<file path="src/rtl/am_demod_sched.sv">
// ---------------------------------------------------------------------------
// am_demod_sched
//
// Sequencing controller for the AM envelope demodulation path.
//   * Divides clk into a sample strobe (every div_ratio+1 clocks, ratio
//     latched at start).
//   * Half-wave rectifies the signed 8-bit DDS sample and offers it to the
//     FIR low-pass over a valid/ready handshake (one-deep holding register).
//   * Drops DISCARD FIR output beats for filter settling, then tracks the
//     signed max/min of the next WIN_LEN beats and pulses done.
//
// Ports
//   clk, reset        rising-edge clock, asynchronous active-high reset
//   start             one-cycle run request, ignored unless idle
//   div_ratio         strobe period minus one, latched on accepted start
//   sample_in         signed AM sample from the DDS
//   fir_in_tvalid/tready/tdata   rectified sample stream to the FIR
//   fir_out_tvalid/tdata         signed FIR output stream
//   busy              high from the clock after start until done
//   done              one-cycle pulse when the window completes
//   env_max/env_min   signed window extremes, stable from done until next run
//   overrun           sticky: a strobe found the previous sample unaccepted
// ---------------------------------------------------------------------------
module am_demod_sched #(
    parameter int DIV_W   = 8,
    parameter int DISCARD = 64,
    parameter int WIN_LEN = 1024
) (
    input  logic             clk,
    input  logic             reset,
    input  logic             start,
    input  logic [DIV_W-1:0] div_ratio,
    input  logic [7:0]       sample_in,
    output logic             fir_in_tvalid,
    input  logic             fir_in_tready,
    output logic [7:0]       fir_in_tdata,
    input  logic             fir_out_tvalid,
    input  logic [31:0]      fir_out_tdata,
    output logic             busy,
    output logic             done,
    output logic [31:0]      env_max,
    output logic [31:0]      env_min,
    output logic             overrun
);

    // Counters only need to reach DISCARD-1 and WIN_LEN-1.
    localparam int SET_W = (DISCARD > 1) ? $clog2(DISCARD) : 1;
    localparam int WIN_W = (WIN_LEN > 1) ? $clog2(WIN_LEN) : 1;
    localparam logic [SET_W-1:0] SET_LAST = SET_W'((DISCARD > 0) ? DISCARD - 1 : 0);
    localparam logic [WIN_W-1:0] WIN_LAST = WIN_W'(WIN_LEN - 1);

    typedef enum logic [1:0] {
        IDLE    = 2'd0,
        SETTLE  = 2'd1,
        MEASURE = 2'd2,
        FINISH  = 2'd3
    } state_t;

    state_t           state;
    logic [DIV_W-1:0] div_lat;
    logic [DIV_W-1:0] div_cnt;
    logic [SET_W-1:0] set_cnt;
    logic [WIN_W-1:0] win_cnt;

    logic running;
    logic strobe;
    logic accept;
    logic load_ok;
    logic new_max;
    logic new_min;

    // NOTE: every signal is assigned on every pass through always_comb, so no
    // latch can be inferred; add a default first if a branch is ever added.
    always_comb begin
        running = (state == SETTLE) || (state == MEASURE);
        strobe  = running && (div_cnt == div_lat);
        accept  = fir_in_tvalid && fir_in_tready;
        // The holding register is free if empty or being emptied this edge.
        load_ok = !fir_in_tvalid || fir_in_tready;
        new_max = $signed(fir_out_tdata) > $signed(env_max);
        new_min = $signed(fir_out_tdata) < $signed(env_min);
    end

    // Sample stream to the FIR. Runs in every state so a sample left pending
    // at the end of a run still drains after done.
    // NOTE: sequential state uses non-blocking assignments so every register
    // samples its inputs as they were before the edge, independent of order.
    always_ff @(posedge clk or posedge reset) begin
        if (reset) begin
            fir_in_tvalid <= 1'b0;
            fir_in_tdata  <= 8'd0;
        end else if (strobe && load_ok) begin
            fir_in_tvalid <= 1'b1;
            fir_in_tdata  <= sample_in[7] ? 8'd0 : sample_in;
        end else if (accept) begin
            fir_in_tvalid <= 1'b0;
        end
    end

    // Run sequencing, divider, window statistics.
    always_ff @(posedge clk or posedge reset) begin
        if (reset) begin
            state   <= IDLE;
            div_lat <= '0;
            div_cnt <= '0;
            set_cnt <= '0;
            win_cnt <= '0;
            busy    <= 1'b0;
            done    <= 1'b0;
            env_max <= 32'd0;
            env_min <= 32'd0;
            overrun <= 1'b0;
        end else begin
            done <= 1'b0;

            if (running) begin
                div_cnt <= (div_cnt == div_lat) ? '0 : div_cnt + 1'b1;
            end

            // A strobe that cannot be loaded is dropped; the pending sample
            // stays untouched.
            if (strobe && !load_ok) begin
                overrun <= 1'b1;
            end

            case (state)
                IDLE: begin
                    if (start) begin
                        div_lat <= div_ratio;
                        div_cnt <= '0;
                        set_cnt <= '0;
                        win_cnt <= '0;
                        overrun <= 1'b0;
                        env_max <= 32'h8000_0000;
                        env_min <= 32'h7FFF_FFFF;
                        busy    <= 1'b1;
                        state   <= SETTLE;
                    end
                end

                SETTLE: begin
                    if (DISCARD == 0) begin
                        state <= MEASURE;
                    end else if (fir_out_tvalid) begin
                        if (set_cnt == SET_LAST) begin
                            state <= MEASURE;
                        end else begin
                            set_cnt <= set_cnt + 1'b1;
                        end
                    end
                end

                MEASURE: begin
                    if (fir_out_tvalid) begin
                        if (new_max) env_max <= fir_out_tdata;
                        if (new_min) env_min <= fir_out_tdata;
                        if (win_cnt == WIN_LAST) begin
                            state <= FINISH;
                            done  <= 1'b1;
                            busy  <= 1'b0;
                        end else begin
                            win_cnt <= win_cnt + 1'b1;
                        end
                    end
                end

                FINISH: begin
                    state <= IDLE;
                end

                default: begin
                    state <= IDLE;
                end
            endcase
        end
    end

endmodule

</file>
<file path="config.mk">
export PLATFORM = sky130hd
export DESIGN_NAME = am_demod_sched
export DESIGN_NICKNAME = d
export VERILOG_FILES = /design/src/rtl/am_demod_sched.sv
export SDC_FILE = /design/constraint.sdc
export NUM_CORES = 1
export LEC_CHECK = 0
export BUFFER_PORTS_ARGS = -buffer_cell sky130_fd_sc_hd__buf_2
export CORE_MARGIN = 4
export CORE_UTILIZATION = 55
export DETAILED_ROUTE_END_ITERATION = 12
export PLACE_DENSITY = 0.88
export SYNTH_ARGS = -nofsm -noshare
export SYNTH_HDL_FRONTEND = slang
export SYNTH_SLANG_ARGS = --single-unit
</file>
<file path="constraint.sdc">
create_clock -name clk -period 4.3 [get_ports clk]
set_input_delay 0.645 -clock clk [delete_from_list [all_inputs] [get_ports clk]]
set_output_delay 0.645 -clock clk [all_outputs]
set_load 0.005 [all_outputs]
</file>
==> impl_summary.md <==
Logic synthesis
The fraction of the yosys area taken by sequential cells is 41.0%. The number of nets in the synthesized netlist is around 780. After synthesis, the share of cell area in mux cells is around 1.8%. After synthesis, the share of flip-flops with an asynchronous set or reset is 100%. Summing every instance area after synthesis gives 6650 um^2.

The count of different cell masters after synthesis is 63. The adder and majority gate portion of the synthesized area is 13.0%. The commonest register cell after synthesis is dfrtp_1. The top cell type's share of synthesized area is roughly 40%. A synthesized cell averages 10.0 um^2. In the post-synthesis netlist, the biggest area contributors are dfrtp_1, ha_1, inv_1, a32o_2, nand2_1. The most common cell in the synthesized netlist is dfrtp_1.

The cell count after synthesis came out at 662. The commonest cells after synthesis are dfrtp_1, inv_1, ha_1. Summing the areas of all xor and xnor instances in the mapped netlist gives roughly 2.5% of the synthesized area. The number of synthesized register bits is 109. The compound-gate portion of the synthesized area is about a fifth.

The cell type contributing the most total cell area after synthesis is dfrtp_1. After synthesis, the largest family of logic cells by area is compound AO/OA/AOI/OAI gates. The number of warnings issued by yosys is 0. The number of synthesized flops with an enable pin is 0. After Yosys synthesis, and, or, nand and nor cells account for 14.4% of the synthesized area.

Route
After detailed routing, the average wire length per cell comes to 18.5 um. The routed layout has around 5.7k vias. The detailed-routing iteration count for the pre-antenna-repair pass is 5. The remaining number of nets flagged by the antenna check after routing is 0. For this run, design rule violations remaining after detail routing come to 0. The via-per-instance ratio is 6.21. The first routing iteration left 520 violations. The routed design has 17,100 um of wire.

Outcome
The flow ran to the end, and the final reports show no timing, DRC or antenna violations.

Cells and area
The final-layout fill cell count is 884. Across the whole layout, storage elements account for 2730 um^2. The multi-input combinational cells in the finished layout cover a total of 3490 um^2. In the final layout, the share of cells above drive strength 1 is a little over a quarter. The count of cells in the finished layout, fillers not included, comes to around 920.

The net count of the finished layout is 896. 0 antenna diodes ended up in the layout. The area growth from synthesis to layout is 15.5%.

Critical path
The kind of start point of the critical path is a register. The arrival time reported for the critical path endpoint is 3.37 ns. The reg-to-reg critical path startpoint is env_max[31]. The setup path with the least slack is of type reg -> reg.

The required time of the critical path is 4.59 ns. The depth of the most critical reg-to-reg path is 9. Setup slack on the worst reg-to-reg path comes out at approximately 1.2 ns. The endpoint of the lowest-slack register-to-register path is env_max[22].

The capturing element type of the critical path is a register. Along the worst path, the maximum fanout reaches 25.

GRT
Global routing used 24.6% of the available tracks across all layers. The initial antenna violation count is 0. Summed over all layers, the global routing overflow is 0. The first-pass GRT wire length is between 20,000 and 30,000 um. The largest net degree at the start of global routing is 86. The number of global-route vias before repair is 5,841.

Clocking
TritonCTS built the clock tree. The post-CTS setup buffer count is 0. Counting every sink on the clock net gives between 100 and 150.

Buffers inserted to repair hold after CTS numbered 0. For the worst-skew pair, the clock arrives at the later sink with an insertion delay of 0.35 ns. The clock-pin slew on the worst setup and hold paths is about 0.070 ns. The H-tree was split into 3 levels.

The tree is rooted in a clkbuf_16. The number of instances resized during post-cts repair is 0. The buffer levels on the longest clock path is 2. The clock buffer count from CTS is 9.

Floorplanning
129 I/O pins were placed. The height of the die is between 100 and 150 um. The row count is 39. The horizontal extent of the die is 118 um. The effective utilization at floorplan is a little under three fifths.

The die covers 13,900 um^2. The core area is 11,600 um^2.

Timing
In this run the tightest slew margin relative to its limit is 29.6%. The number of pins exceeding their max-slew limit in the final report was 0. For the final database, setup skew stands at approximately 0.0077 ns. The final hold violation count is 0.

For the final routed database, the setup TNS stands at 0 ns. Setup repair after global routing left no endpoint under its margin. Subtracting the final worst setup slack from the clock period gives 3.08 ns. Setup violations remaining at the end of the flow were counted as 0. The maximum clock frequency is 0.325 GHz. For the pin with the worst max-slew slack, the measured transition is 1.06 ns. The share of the cycle needed by the critical path after routing is 71.6%.

Place
Routability-driven placement finished with a final weighted congestion of approximately 0.91. The number of port buffers is about 130. After detailed placement, the design holds a cell count of ~910. After legalization and detailed placement, the total HPWL measured 12,200 um.

Pwr
The highest ir drop seen on vdd is ~0.00042 V. The power density over cell area is 587 nW/um^2. For this design the static power due to leakage is 3.95 nW.

Min path
The class of the tightest hold or removal check is reg -> reg. Counting instances, the worst hold path has a depth of 2. The hold-critical path endpoint is fir_in_tdata[4]. The startpoint identified for the worst hold timing path is fir_in_tdata[4].

Flow run
The number of maximum-capacitance constraint violations is 0.
[registers in the layout, indices dropped and copies added, names as in the netlist]
signal and cells:
env_min 32, state 2, win_cnt 10, set_cnt 6
done 1, busy 1, fir_in_tdata 7, overrun 1
div_cnt 8, fir_in_tvalid 1, div_lat 8, env_max 32
[worst max-delay path: stages, from the launching register on]
cell and delay (ns):
dfrtp_1 0.36, inv_1 0.07, ha_1 0.41, nand4_2 0.18, nor4_4 0.40, nand2_1 0.15, o21ai_4 0.40, inv_2 0.10
a31oi_4 0.70, a32o_2 0.24
[metrics by stage]
step	power [W]	utilization, %	hold slack (ns)	area, um^2	setup WS [ns]
3_5_place_dp	0.00359	63.4	0.474	7360	0.898
6_report	0.00451	66.1	0.485	7680	1.22
2_1_floorplan	0.00291	-	0.471	6650	0.781
4_1_cts	0.00451	66.1	0.484	7680	1.24
5_1_grt	0.00483	66.1	0.498	7680	1.07
3_3_place_gp	0.00346	63.4	0.459	7360	1.06
[metal layers]
metal	GRT usage, %	share of wire (%)
met5	0	0
met4	7.47	1.6
met3	5.24	5.1
met2	43.3	51
met1	30.3	42
[report_power, final]
| part | internal, W | switching [W] |
|---|---|---|
| Sequential | 0.00134 | 0.000283 |
| Combinational | 0.000934 | 0.00105 |
| Clock | 0.000514 | 0.000393 |
| Total | 0.00278 | 0.00173 |
[how the worst max path moves through the flow]
stage / startpoint / end / slack [ns] / cells after the start
CTS: env_max[31] / env_max[22] / 1.24 / 9
detailed placement: fir_out_tdata[31] / env_max[27] / 0.90 / 9
global route: env_max[31] / env_max[8] / 1.07 / 9
global placement: fir_out_tdata[31] / env_max[20] / 1.06 / 9
finish: env_max[31] / env_max[22] / 1.22 / 9
floorplan: reset / busy / 0.78 / 1
[cells in the final DEF, fill, tap and decap left out, types with 19 or more instances in the layout]
master / netlist / final
nor2_1: 25 / 25
dfrtp_1: 109 / 109
ha_1: 69 / 68
inv_1: 75 / 74
nand2_1: 61 / 61
a21oi_1: 36 / 36
a32o_2: 24 / 24
nand4_1: 19 / 19
o21ai_0: 23 / 23
buf_2: 8 / 127
[kinds of logic after synthesis]
| logic type | after synthesis |
|---|---|
| compound gates | 171 |
| other cells | 1 |
| flops | 109 |
| fa+ha+maj | 69 |
| buf+inv | 107 |
| simple gates | 175 |
| mux | 11 |
| xor+xnor | 19 |
[layout make-up]
type / count / share of cell area, %
Clock buffer: 9 / 2.93
Inverter: 76 / 3.75
Multi-Input combinational cell: 446 / 45.5
Timing Repair Buffer: 132 / 8.76
Clock inverter: 6 / 1.25
Sequential cell: 109 / 35.5
Tap cell: 143 / 2.33
Power figures use the tool's default switching activity.
